[src/rtl/irq_pkg.sv]
// irq_pkg: shared types, defaults and the pending-vector scan helper for irq_arbiter.
//   irq_state_e        arbiter FSM states
//   IRQ_N_SRC_DEFAULT  default number of interrupt sources
//   irq_first_set      first set bit of vec scanning upward from start, wrapping at bit 31
package irq_pkg;

    localparam int IRQ_N_SRC_DEFAULT = 16;

    typedef enum logic [1:0] {IDLE, REQ, SERVICE} irq_state_e;

    // Bits above the real source count are zero, so wrapping at 31 behaves
    // exactly like wrapping at N_SRC-1. Scanning downward lets the last hit
    // be the first set bit in upward order.
    function automatic logic [4:0] irq_first_set(input logic [31:0] vec, input int start);
        logic [4:0] idx;
        irq_first_set = 5'(start);
        for (int i = 31; i >= 0; i--) begin
            idx = 5'(start + i);
            if (vec[idx]) irq_first_set = idx;
        end
    endfunction

endpackage

[src/rtl/irq_sync_edge.sv]
// irq_sync_edge: two-flop synchroniser plus history flop, emits the rising-edge vector.
//   clk    core clock
//   rst_n  asynchronous active-low reset
//   raw    asynchronous level inputs
//   rise   one-cycle pulse per bit on a synchronised rising edge
module irq_sync_edge #(
    parameter int W = 16
) (
    input  logic         clk,
    input  logic         rst_n,
    input  logic [W-1:0] raw,
    output logic [W-1:0] rise
);

    logic [W-1:0] sync1, sync2, sync2_q;

    always_ff @(posedge clk or negedge rst_n) begin
        if (!rst_n) begin
            sync1   <= '0;
            sync2   <= '0;
            sync2_q <= '0;
        end else begin
            sync1   <= raw;
            sync2   <= sync1;
            sync2_q <= sync2;
        end
    end

    assign rise = sync2 & ~sync2_q;

endmodule

[src/rtl/irq_arbiter.sv]
// irq_arbiter: captures peripheral interrupt edges and hands one at a time to the core's controller.
//   clk_i, rst_ni   clock, asynchronous active-low reset
//   irq_src_i       raw asynchronous interrupt lines
//   irq_mask_i      per-source capture enable
//   irq_taken_i     controller accepted the request
//   irq_ret_i       controller returned from the handler
//   irq_req_o       request to the controller
//   irq_id_o        source being requested or serviced
//   irq_ack_o       one-hot acknowledge pulse to the serviced source
//   irq_pending_o   pending register readback
// Define IRQ_ARBITER_ROUND_ROBIN_EN for round-robin arbitration; otherwise lowest index wins.
module irq_arbiter
    import irq_pkg::*;
#(
    parameter int N_SRC = IRQ_N_SRC_DEFAULT,
    parameter int ID_W  = $clog2(N_SRC)
) (
    input  logic             clk_i,
    input  logic             rst_ni,
    input  logic [N_SRC-1:0] irq_src_i,
    input  logic [N_SRC-1:0] irq_mask_i,
    input  logic             irq_taken_i,
    input  logic             irq_ret_i,
    output logic             irq_req_o,
    output logic [ID_W-1:0]  irq_id_o,
    output logic [N_SRC-1:0] irq_ack_o,
    output logic [N_SRC-1:0] irq_pending_o
);

    logic [N_SRC-1:0] rise, pending_q, clr;
    logic [ID_W-1:0]  id_q, winner;
    irq_state_e       state_q;
    logic             take;

    irq_sync_edge #(.W(N_SRC)) u_sync (
        .clk   (clk_i),
        .rst_n (rst_ni),
        .raw   (irq_src_i),
        .rise  (rise)
    );

    assign take = state_q == REQ && irq_taken_i;
    assign clr  = take ? N_SRC'(1) << id_q : '0;

`ifdef IRQ_ARBITER_ROUND_ROBIN_EN
    logic [ID_W-1:0] last_q;

    assign winner = ID_W'(irq_first_set(32'(pending_q),
                                        int'(last_q) == N_SRC - 1 ? 0 : int'(last_q) + 1));

    always_ff @(posedge clk_i or negedge rst_ni) begin
        if (!rst_ni) last_q <= ID_W'(N_SRC - 1);
        else if (take) last_q <= id_q;
    end
`else
    assign winner = ID_W'(irq_first_set(32'(pending_q), 0));
`endif

    always_ff @(posedge clk_i or negedge rst_ni) begin
        if (!rst_ni) begin
            state_q   <= IDLE;
            id_q      <= '0;
            pending_q <= '0;
        end else begin
            // a fresh edge on the source being taken survives the clear
            pending_q <= (pending_q & ~clr) | (rise & irq_mask_i);
            case (state_q)
                IDLE:    if (|pending_q) begin
                    id_q    <= winner;
                    state_q <= REQ;
                end
                REQ:     if (irq_taken_i) state_q <= SERVICE;
                SERVICE: if (irq_ret_i) state_q <= IDLE;
                default: state_q <= IDLE;
            endcase
        end
    end

    assign irq_req_o     = state_q == REQ;
    assign irq_id_o      = id_q;
    assign irq_ack_o     = clr;
    assign irq_pending_o = pending_q;

endmodule

[config.mk]
export PLATFORM = sky130hd
export DESIGN_NAME = irq_arbiter
export DESIGN_NICKNAME = d
export VERILOG_FILES = /design/src/rtl/irq_pkg.sv /design/src/rtl/irq_sync_edge.sv /design/src/rtl/irq_arbiter.sv
export SDC_FILE = /design/constraint.sdc
export NUM_CORES = 1
export LEC_CHECK = 0
export BUFFER_PORTS_ARGS = -buffer_cell sky130_fd_sc_hd__buf_2
export CORE_UTILIZATION = 30
export CTS_CLUSTER_DIAMETER = 40
export DETAILED_ROUTE_END_ITERATION = 7
export HOLD_SLACK_MARGIN = 0.15
export PLACE_DENSITY_LB_ADDON = 0.12
export SLEW_MARGIN = 20
export SYNTH_ARGS = -nofsm -noshare
export SYNTH_HDL_FRONTEND = slang
export SYNTH_SLANG_ARGS = --single-unit
[constraint.sdc]
create_clock -name clk_i -period 1.7 [get_ports clk_i]
set_clock_uncertainty 0.2 [all_clocks]
set_input_delay 0.425 -clock clk_i [delete_from_list [all_inputs] [get_ports clk_i]]
set_output_delay 0.425 -clock clk_i [all_outputs]
set_load 0.01 [all_outputs]
==> results of run 1 <==
state kept, by name, summed over array words and instances, names as in the netlist:
register and cells:
irq_pending_o 16, u_sync.sync1 16, u_sync.sync2 16, u_sync.sync2_q 16, irq_id_o 4, state_q 2
report_power, final:
group | switching [W] | internal (W)
combinational | 0.00121 | 0.00124
clock | 0.000651 | 0.00103
sequential | 0.000211 | 0.00194
layer usage:
layer  up-vias  wire, um  part of all wire, %  track usage [%]
met5         -         0                    0                0
met4         0       132                  2.1             6.18
met3        12       198                  3.1             4.74
met2        43      3200                   51             26.0
met1       954      2770                   44             19.8
li1        983         -                    -                -
cell families (layout without fill, tap and decap cells):
logic type / after synthesis / in the layout / synth area share [%]
and+or+nand+nor: 68 / 68 / 13.2
DFF: 70 / 70 / 75.0
AOI/OAI and AO/OA: 41 / 41 / 10.2
buffers and inverters: 10 / 183 / 1.61
worst register-to-register path, stage by stage (launching register included):
cell      delay, ps
dfrtp_1         390
nand3b_1        200
or3_4           410
buf_4           160
buf_6           110
o21ai_2         100
o21ai_1          70
final cells by class:
type / count / area, um^2
clock inverters: 6 / 116
clock buffers: 10 / 138
well taps: 99 / 124
flip-flops and latches: 70 / 1750
inverters: 8 / 30.0
multi-input cells: 109 / 779
fillers: 641 / 3190
repair buffers: 159 / 1280
cells in the mapped netlist:
library cell	count	area share, %
nand2_1	25	4.0
dfrtp_1	70	75
o311ai_0	1	0.38
a21boi_0	1	0.32
nor4_2	1	0.54
o22ai_1	7	1.9
a31oi_1	1	0.27
nand4_1	2	0.54
nor2_1	24	3.9
nor2b_1	1	0.27
a21o_2	1	0.38
nand3b_1	1	0.32
o21a_1	1	0.32
nor3_1	5	1.1
nor3_2	1	0.43
o31ai_1	1	0.32
o41ai_1	1	0.38
a21oi_1	7	1.5
clkbuf_1	2	0.32
nor4_1	3	0.80
inv_1	8	1.3
nand2b_1	4	1.1
o21ai_0	19	4.1
or3_1	1	0.27
a221o_1	1	0.43
worst paths after layout:
check | to | depth (start not counted)
worst max-delay path | irq_ack_o[0] | 4
worst min-delay path | u_sync.sync2[7] | 0
worst max register to register | irq_pending_o[5] | 6
worst min register to register | u_sync.sync2[7] | 0
max in group asynchronous | irq_id_o[2] | 3
min in group asynchronous | u_sync.sync1[9] | 3
repair_timing:
action | in CTS | in global routing
gates resized for setup | 31 | 66
pin swaps | 13 | 9
gates cloned | 0 | 0
hold buffers | 32 | 0
setup endpoints to repair | 23 | 31
buffers inserted | 6 | 14
endpoints found under the hold margin | 101 | 0
metrics by stage:
stage	setup TNS (ps)	instances	power, W	hold WS (ps)
floorplan	-749	189	0.00281	-70.6
global placement	-4090	398	0.00383	131
detailed placement	-4500	398	0.00382	135
CTS	-8540	452	0.00582	151
global route	-9710	461	0.00661	158
finish	-8030	461	0.00629	150
==> flow_summary.ini, run 1 <==
[outcome]
status = finished, violations left
violations = setup timing

[synth]
yosys_warnings = 0
ys_seq_elements = 70
synthCells = 189
seq_area_frac_synth_pct = 75.0
syn_area_um2 = 2340
syn_nets = 225
syn_area_per_cell_um2 = 12.4
synth.distinct_cells = 25

[placement]
dpl_cell_area_um2 = 3150
place_congestion = 0.800
io_buffers = 72
place_hpwl_um = 4080
place_ws_ps = -346

[finish]
most-common-layout-cells = dfrtp_1 (68), buf_2 (58), buf_4 (35), dlygate4sd3_1 (32), buf_6 (31)
area.growth.synth_to_final_pct = 80.6
nets = 393
final_util_pct = 56.9
diodes = 0
drive_gt1_share_pct = 49.7
fin_area_um2 = 4220
final_common_cell = dfrtp_1

[sta]
period_share_pct = 132
rsz0062_at_grt = yes
fmax_mhz = 447
tightest_slew_ps = 550
hold_viol = 0
layout_min_cycle_time_ps = 2240
setup_slack_ps = -540
setup_viol = 20
slew_viol_final = 0
max-slew-margin-rel_pct = 63.4

[floorplanning]
die_w_um = 90.2
start_util_pct = 31.5
die_h_um = 90.2
die-area_um2 = 8140
core_um2 = 7410
placementRows = 31
pin_count = 73

[drt]
drt-initial-drc-count = 54
postRouteAntennaNets = 0
drc = 0
routed_wl_um = 6300
viasPerCell = 4.32
wl_per_cell_um = 13.7
num_vias = 1992
drt_first_pass_iters = 4

[setup_path]
crit_arrival_ps = 1610
r2r_slack_ps = -60
cp_max_fo = 5
crit_required_ps = 1070
critPathCaptureType = output port
path_class = flip-flop to output port
cp_slowest_cell = or3_4
worstSetupStartpointType = flip-flop
crit_buf_inv = 1
cp_slowest_stage_delay_ps = 410
cp_top_family = simple AND/OR/NAND/NOR gates
r2r-start = state_q[1]
worstSetupStartpoint = state_q[1]
crit_chain = nand3b_1, or3_4, nor3_4, buf_2

[run]
cap_violations = 0

[grt]
grt_pass1_wl_um = 9830
grtUsageTotal_pct = 15.9
grt_remaining_overflow = 0
grt_pass1_vias = 1989
antenna_found_initial = 0
grt_max_degree = 71

[clock_network]
root_buffer = clkbuf_8
numCtsBuffers = 9
cts_max_path_buffers = 2
cts_tree = done
clkLatencyLatePin_ps = 340
path_clk_slew_ps = 70
cts_sinks = 70
h-tree-depth = 3

[hold_path]
worstHoldPathType = flip-flop to flip-flop
hold_start = u_sync.sync1[7]

[power_and_ir_drop]
leakagePower_nw = 1.95
irDropWorstVdd_mv = 0.627
power.density_nw_per_um2 = 1490
No activity file was read; power rests on OpenSTA's default activity.
==> inputs of run 2 (changes only) <==
--- a/config.mk
+++ b/config.mk
@@ -11,6 +11,7 @@
 export DETAILED_ROUTE_END_ITERATION = 7
 export HOLD_SLACK_MARGIN = 0.15
 export PLACE_DENSITY_LB_ADDON = 0.12
+export SKIP_LAST_GASP = 1
 export SLEW_MARGIN = 20
 export SYNTH_ARGS = -nofsm -noshare
 export SYNTH_HDL_FRONTEND = slang
==> run 2 against run 1 <==
  * The run still ends with setup timing left
  * Total power decreased by 0.63%
  * Clock power barely moved
  * Maximum frequency shrank 0.32%
  * Worst setup slack worse by 7.1 ps
  * Sequential power barely moved
  * Final cell count stayed put
  * Global-route usage unchanged
  * Sequential share of layout area is 0.29 points higher
  * Largest cell class unchanged
  * Largest power group unchanged
==> flow_summary.ini, run 2 (same netlist as run 1, synthesis figures left out) <==
[outcome]
status = finished, violations left
violations = setup timing

[placement]
place_hpwl_um = 4080
place_ws_ps = -346
place_congestion = 0.800
io_buffers = 72
dpl_cell_area_um2 = 3150

[grt]
antenna_found_initial = 0
grt_pass1_vias = 1989
grt_remaining_overflow = 0
grtUsageTotal_pct = 15.9
grt_pass1_wl_um = 9830
grt_max_degree = 71

[drt]
drt-initial-drc-count = 59
viasPerCell = 4.36
drc = 0
wl_per_cell_um = 13.7
postRouteAntennaNets = 0
num_vias = 2008
routed_wl_um = 6320
drt_first_pass_iters = 4

[finish]
diodes = 0
fillers = 645
drive_gt1_share_pct = 49.4
multi_input_area_um2 = 771
nets = 393
final_common_cell = dfrtp_1
regArea_um2 = 1750
area.growth.synth_to_final_pct = 79.4
fin_area_um2 = 4190
final_util_pct = 56.6
most-common-layout-cells = dfrtp_1 (68), buf_2 (60), buf_4 (37), dlygate4sd3_1 (32), buf_6 (27)

[setup_path]
critPathCaptureType = output port
crit_required_ps = 1070
crit_arrival_ps = 1620
path_class = flip-flop to output port
worstSetupStartpointType = flip-flop
cp_max_fo = 3

[clock_network]
cts_tree = done
clkLatencyLatePin_ps = 340
path_clk_slew_ps = 70
root_buffer = clkbuf_8
cts_max_path_buffers = 2
numCtsBuffers = 9
h-tree-depth = 3
cts_sinks = 70

[sta]
max-slew-margin-rel_pct = 63.4
slew_viol_final = 0
hold_viol = 0
fmax_mhz = 445
setup_slack_ps = -547
layout_min_cycle_time_ps = 2250
period_share_pct = 132
setup_viol = 21
tightest_slew_ps = 548
holdWs_ps = 150
rsz0062_at_grt = yes

[floorplanning]
core_um2 = 7410
pin_count = 73
die_w_um = 90.2
placementRows = 31
start_util_pct = 31.5
die_h_um = 90.2
die-area_um2 = 8140

[power_and_ir_drop]
leakagePower_nw = 1.94
irDropWorstVdd_mv = 0.617
power.density_nw_per_um2 = 1490

[run]
cap_violations = 0

[hold_path]
worstHoldPathType = flip-flop to flip-flop
[run 2: changes by cell type in the layout (fill, tap and decap cells not counted)]
| cell | change |
|---|---|
| buf_6 | -4 |
| buf_2 | +2 |
| nor2_4 | -1 |
| buf_4 | +2 |
| o21ai_0 | +1 |
| o21ai_2 | -1 |
| nor2_2 | +1 |
[run 2: critical path, cell delays in order, from the launching register on]
cell	delay (ps)
dfrtp_1	390
nand3b_1	200
buf_6	150
nor2_4	90
nand2_4	80
buf_6	130
nor2_2	80
buf_2	150
[run 2: metrics by stage]
| step | TNS, ps | cells | power (W) |
|---|---|---|---|
| finish | -8060 | 461 | 0.00625 |
| global route | -9820 | 461 | 0.00656 |
| CTS | -8550 | 452 | 0.00581 |
| detailed placement | -4500 | 398 | 0.00382 |
| global placement | -4090 | 398 | 0.00383 |
| floorplan | -749 | 189 | 0.00281 |
[run 2: area by class of cell]
type,count,share of cell area [%]
clock buffer,10,3.28
sequential,70,41.9
multi-input combinational,109,18.4
timing repair buffer,159,30.0
clock inverter,6,2.78
inverter,8,0.717
tap,99,2.96
[run 2: timing repair]
item | in CTS | in global routing
pin swaps | 13 | 9
hold buffers | 32 | 0
setup endpoints to repair | 23 | 32
cloned | 0 | 0
gates resized for setup | 30 | 60
hold endpoints to repair | 101 | 0
buffers inserted | 6 | 14
[run 2: final timing paths]
path | start | endpoint | slack (ps) | cells past startpoint
max | state_q[1] | irq_ack_o[3] | -550 | 7
min | u_sync.sync1[7] | u_sync.sync2[7] | 150 | 0
max reg2reg | state_q[1] | irq_pending_o[5] | -60 | 6
min reg2reg | u_sync.sync1[7] | u_sync.sync2[7] | 150 | 0
max in group asynchronous | rst_ni | irq_id_o[2] | 530 | 3
min in group asynchronous | rst_ni | u_sync.sync1[9] | 430 | 3
[run 2: where the power goes]
| group | total [W] | internal [W] | switching [W] |
|---|---|---|---|
| clock network | 0.00168 | 0.00103 | 0.000653 |
| registers | 0.00215 | 0.00194 | 0.000209 |
| logic | 0.00241 | 0.00121 | 0.00120 |
| total | 0.00625 | 0.00418 | 0.00206 |
[run 2: metal layers]
| layer | track usage [%] | share of wire, % | up-vias |
|---|---|---|---|
| met5 | 0 | 0 | - |
| met4 | 6.18 | 2.1 | 0 |
| met1 | 19.8 | 44 | 972 |
| li1 | - | - | 983 |
| met3 | 4.74 | 3.1 | 12 |
| met2 | 26.0 | 51 | 41 |
==> inputs of run 3 (changes only) <==
--- a/config.mk
+++ b/config.mk
@@ -6,6 +6,8 @@
 export NUM_CORES = 1
 export LEC_CHECK = 0
 export BUFFER_PORTS_ARGS = -buffer_cell sky130_fd_sc_hd__buf_2
+export CORE_ASPECT_RATIO = 0.6
+export CORE_MARGIN = 3
 export CORE_UTILIZATION = 30
 export CTS_CLUSTER_DIAMETER = 40
 export DETAILED_ROUTE_END_ITERATION = 7
==> run 3 against run 2 <==
  * The flow still finishes with violations (setup timing)
  * Total power rose by 2.5%
  * Sequential cell count did not move
  * Core utilization fell by 2.8 points
  * Non-clock buffer count fell by 13
  * Register-to-register slack improved by 100 ps
  * Sequential share of layout area rose by 2.1 points
  * Via count fell by 3.6%
  * Die area rose by 9.5%
  * Largest power group is now clock
==> flow_summary.ini, run 3 (same netlist as run 1, synthesis figures left out) <==
[sta]
period_share_pct = 134
slew_viol_final = 0
setup_viol = 17
hold_viol = 0
max-slew-margin-rel_pct = 72.6
fmax_mhz = 440
rsz0062_at_grt = yes
layout_min_cycle_time_ps = 2270
setup_slack_ps = -573
tightest_slew_ps = 411

[floorplanning]
pin_count = 73
placementRows = 24
start_util_pct = 31.5
die_h_um = 74.4
die_w_um = 120
die-area_um2 = 8920
core_um2 = 7420

[grt]
grt_pass1_wl_um = 10100
grt_pass1_vias = 1925
grt_max_degree = 71
antenna_found_initial = 0
grt_remaining_overflow = 0
grtUsageTotal_pct = 15.2

[finish]
most-common-layout-cells = buf_2 (70), dfrtp_1 (70), buf_4 (39), dlygate4sd3_1 (28), nand2_1 (22)
fillers = 656
area.growth.synth_to_final_pct = 70.7
nets = 380
fin_area_um2 = 3990
drive_gt1_share_pct = 45.4
diodes = 0

[setup_path]
cp_max_fo = 6
path_class = flip-flop to output port
crit_chain = nand3b_1, or3_4, nor3_2, buf_2
worstSetupStartpointType = flip-flop
crit_arrival_ps = 1650
critPathCaptureType = output port
crit_required_ps = 1070
cp_slowest_cell = or3_4
cp_slowest_stage_delay_ps = 410

[drt]
drt_first_pass_iters = 4
drc = 0
drt-initial-drc-count = 79
viasPerCell = 4.28
num_vias = 1936
wl_per_cell_um = 13.7
postRouteAntennaNets = 0
routed_wl_um = 6210

[run]
cap_violations = 0

[placement]
dpl_cell_area_um2 = 3130
place_hpwl_um = 4330
io_buffers = 72
place_congestion = 0.817

[power_and_ir_drop]
power.density_nw_per_um2 = 1610
irDropWorstVdd_mv = 0.658
finalPower_w = 0.00640
leakagePower_nw = 1.86

[clock_network]
cts_max_path_buffers = 2
cts_sinks = 70
path_clk_slew_ps = 50
clkLatencyLatePin_ps = 320
cts_tree = done
numCtsBuffers = 9
root_buffer = clkbuf_16
h-tree-depth = 3

[outcome]
violations = setup timing
status = finished, violations left

[hold_path]
worstHoldPathType = flip-flop to flip-flop
## run 3: cell types whose count changed in the layout (fill, tap and decap cells not counted), sizes merged
| cell | before | now |
|---|---|---|
| buf | 127 | 118 |
| dlygate4sd3 | 32 | 28 |
| inv | 10 | 8 |
| bufinv | 3 | 4 |
| clkbuf | 10 | 11 |
| clkinv | 1 | 0 |
## run 3: metrics by stage
step                      std cells  setup TNS [ps]  util, %  hold WS [ps]  setup slack, ps
after floorplan                 189            -749        -         -70.6             -154
after global placement          400           -4030     42.2           133             -394
after detailed placement        400           -3960     42.2           135             -410
after CTS                       448           -7200     52.4           150             -577
after global routing            452           -8900     53.8           151             -647
final                           452           -7330     53.8           147             -573
## run 3: final cells by class
cell class                      count  area, um^2  share of cell area (%)
Inverter                            8        30.0                   0.753
Clock inverter                      4         120                    3.01
Tap cell                          104         130                    3.26
Timing Repair Buffer              146        1030                    25.9
Multi-Input combinational cell    109         689                    17.3
Clock buffer                       11         233                    5.84
Sequential cell                    70        1750                    43.9
## run 3: per-layer routing
| metal | vias to the layer above | GRT usage [%] | routed length [um] |
|---|---|---|---|
| li1 | 957 | - | - |
| met1 | 934 | 21.6 | 3120 |
| met2 | 43 | 21.5 | 2730 |
| met3 | 2 | 5.93 | 341 |
| met4 | 0 | 4.57 | 19 |
| met5 | - | 0 | 0 |
## run 3: worst max-delay path, delay by kind of cell (launching register included)
kind / cells / cell delay [ps]
simple gates: 3 / 790
flops: 1 / 370
buf+inv: 1 / 170
## run 3: final timing paths
| path | startpoint | to | slack (ps) | cells after the start |
|---|---|---|---|---|
| setup / recovery | state_q[1] | irq_ack_o[0] | -570 | 4 |
| hold / removal | u_sync.sync1[12] | u_sync.sync2[12] | 150 | 0 |
| setup reg to reg | irq_pending_o[12] | irq_id_o[0] | 40 | 6 |
| hold reg to reg | u_sync.sync1[12] | u_sync.sync2[12] | 150 | 0 |
| max in group asynchronous | rst_ni | u_sync.sync2[12] | 550 | 3 |
| min in group asynchronous | rst_ni | irq_pending_o[1] | 450 | 3 |
## run 3: where the power goes
group | internal, W | leakage, nW | switching [W]
sequential | 0.00194 | 0.782 | 0.000203
combinational | 0.000989 | 0.912 | 0.00105
clock | 0.00157 | 0.170 | 0.000641
total | 0.00451 | 1.86 | 0.00190
## run 3: timing repair
item,CTS,global route
resized for setup,20,24
pin swaps,10,10
endpoints found under the setup margin,21,25
setup buffers,6,5
endpoints found under the hold margin,97,0
hold buffers,28,0
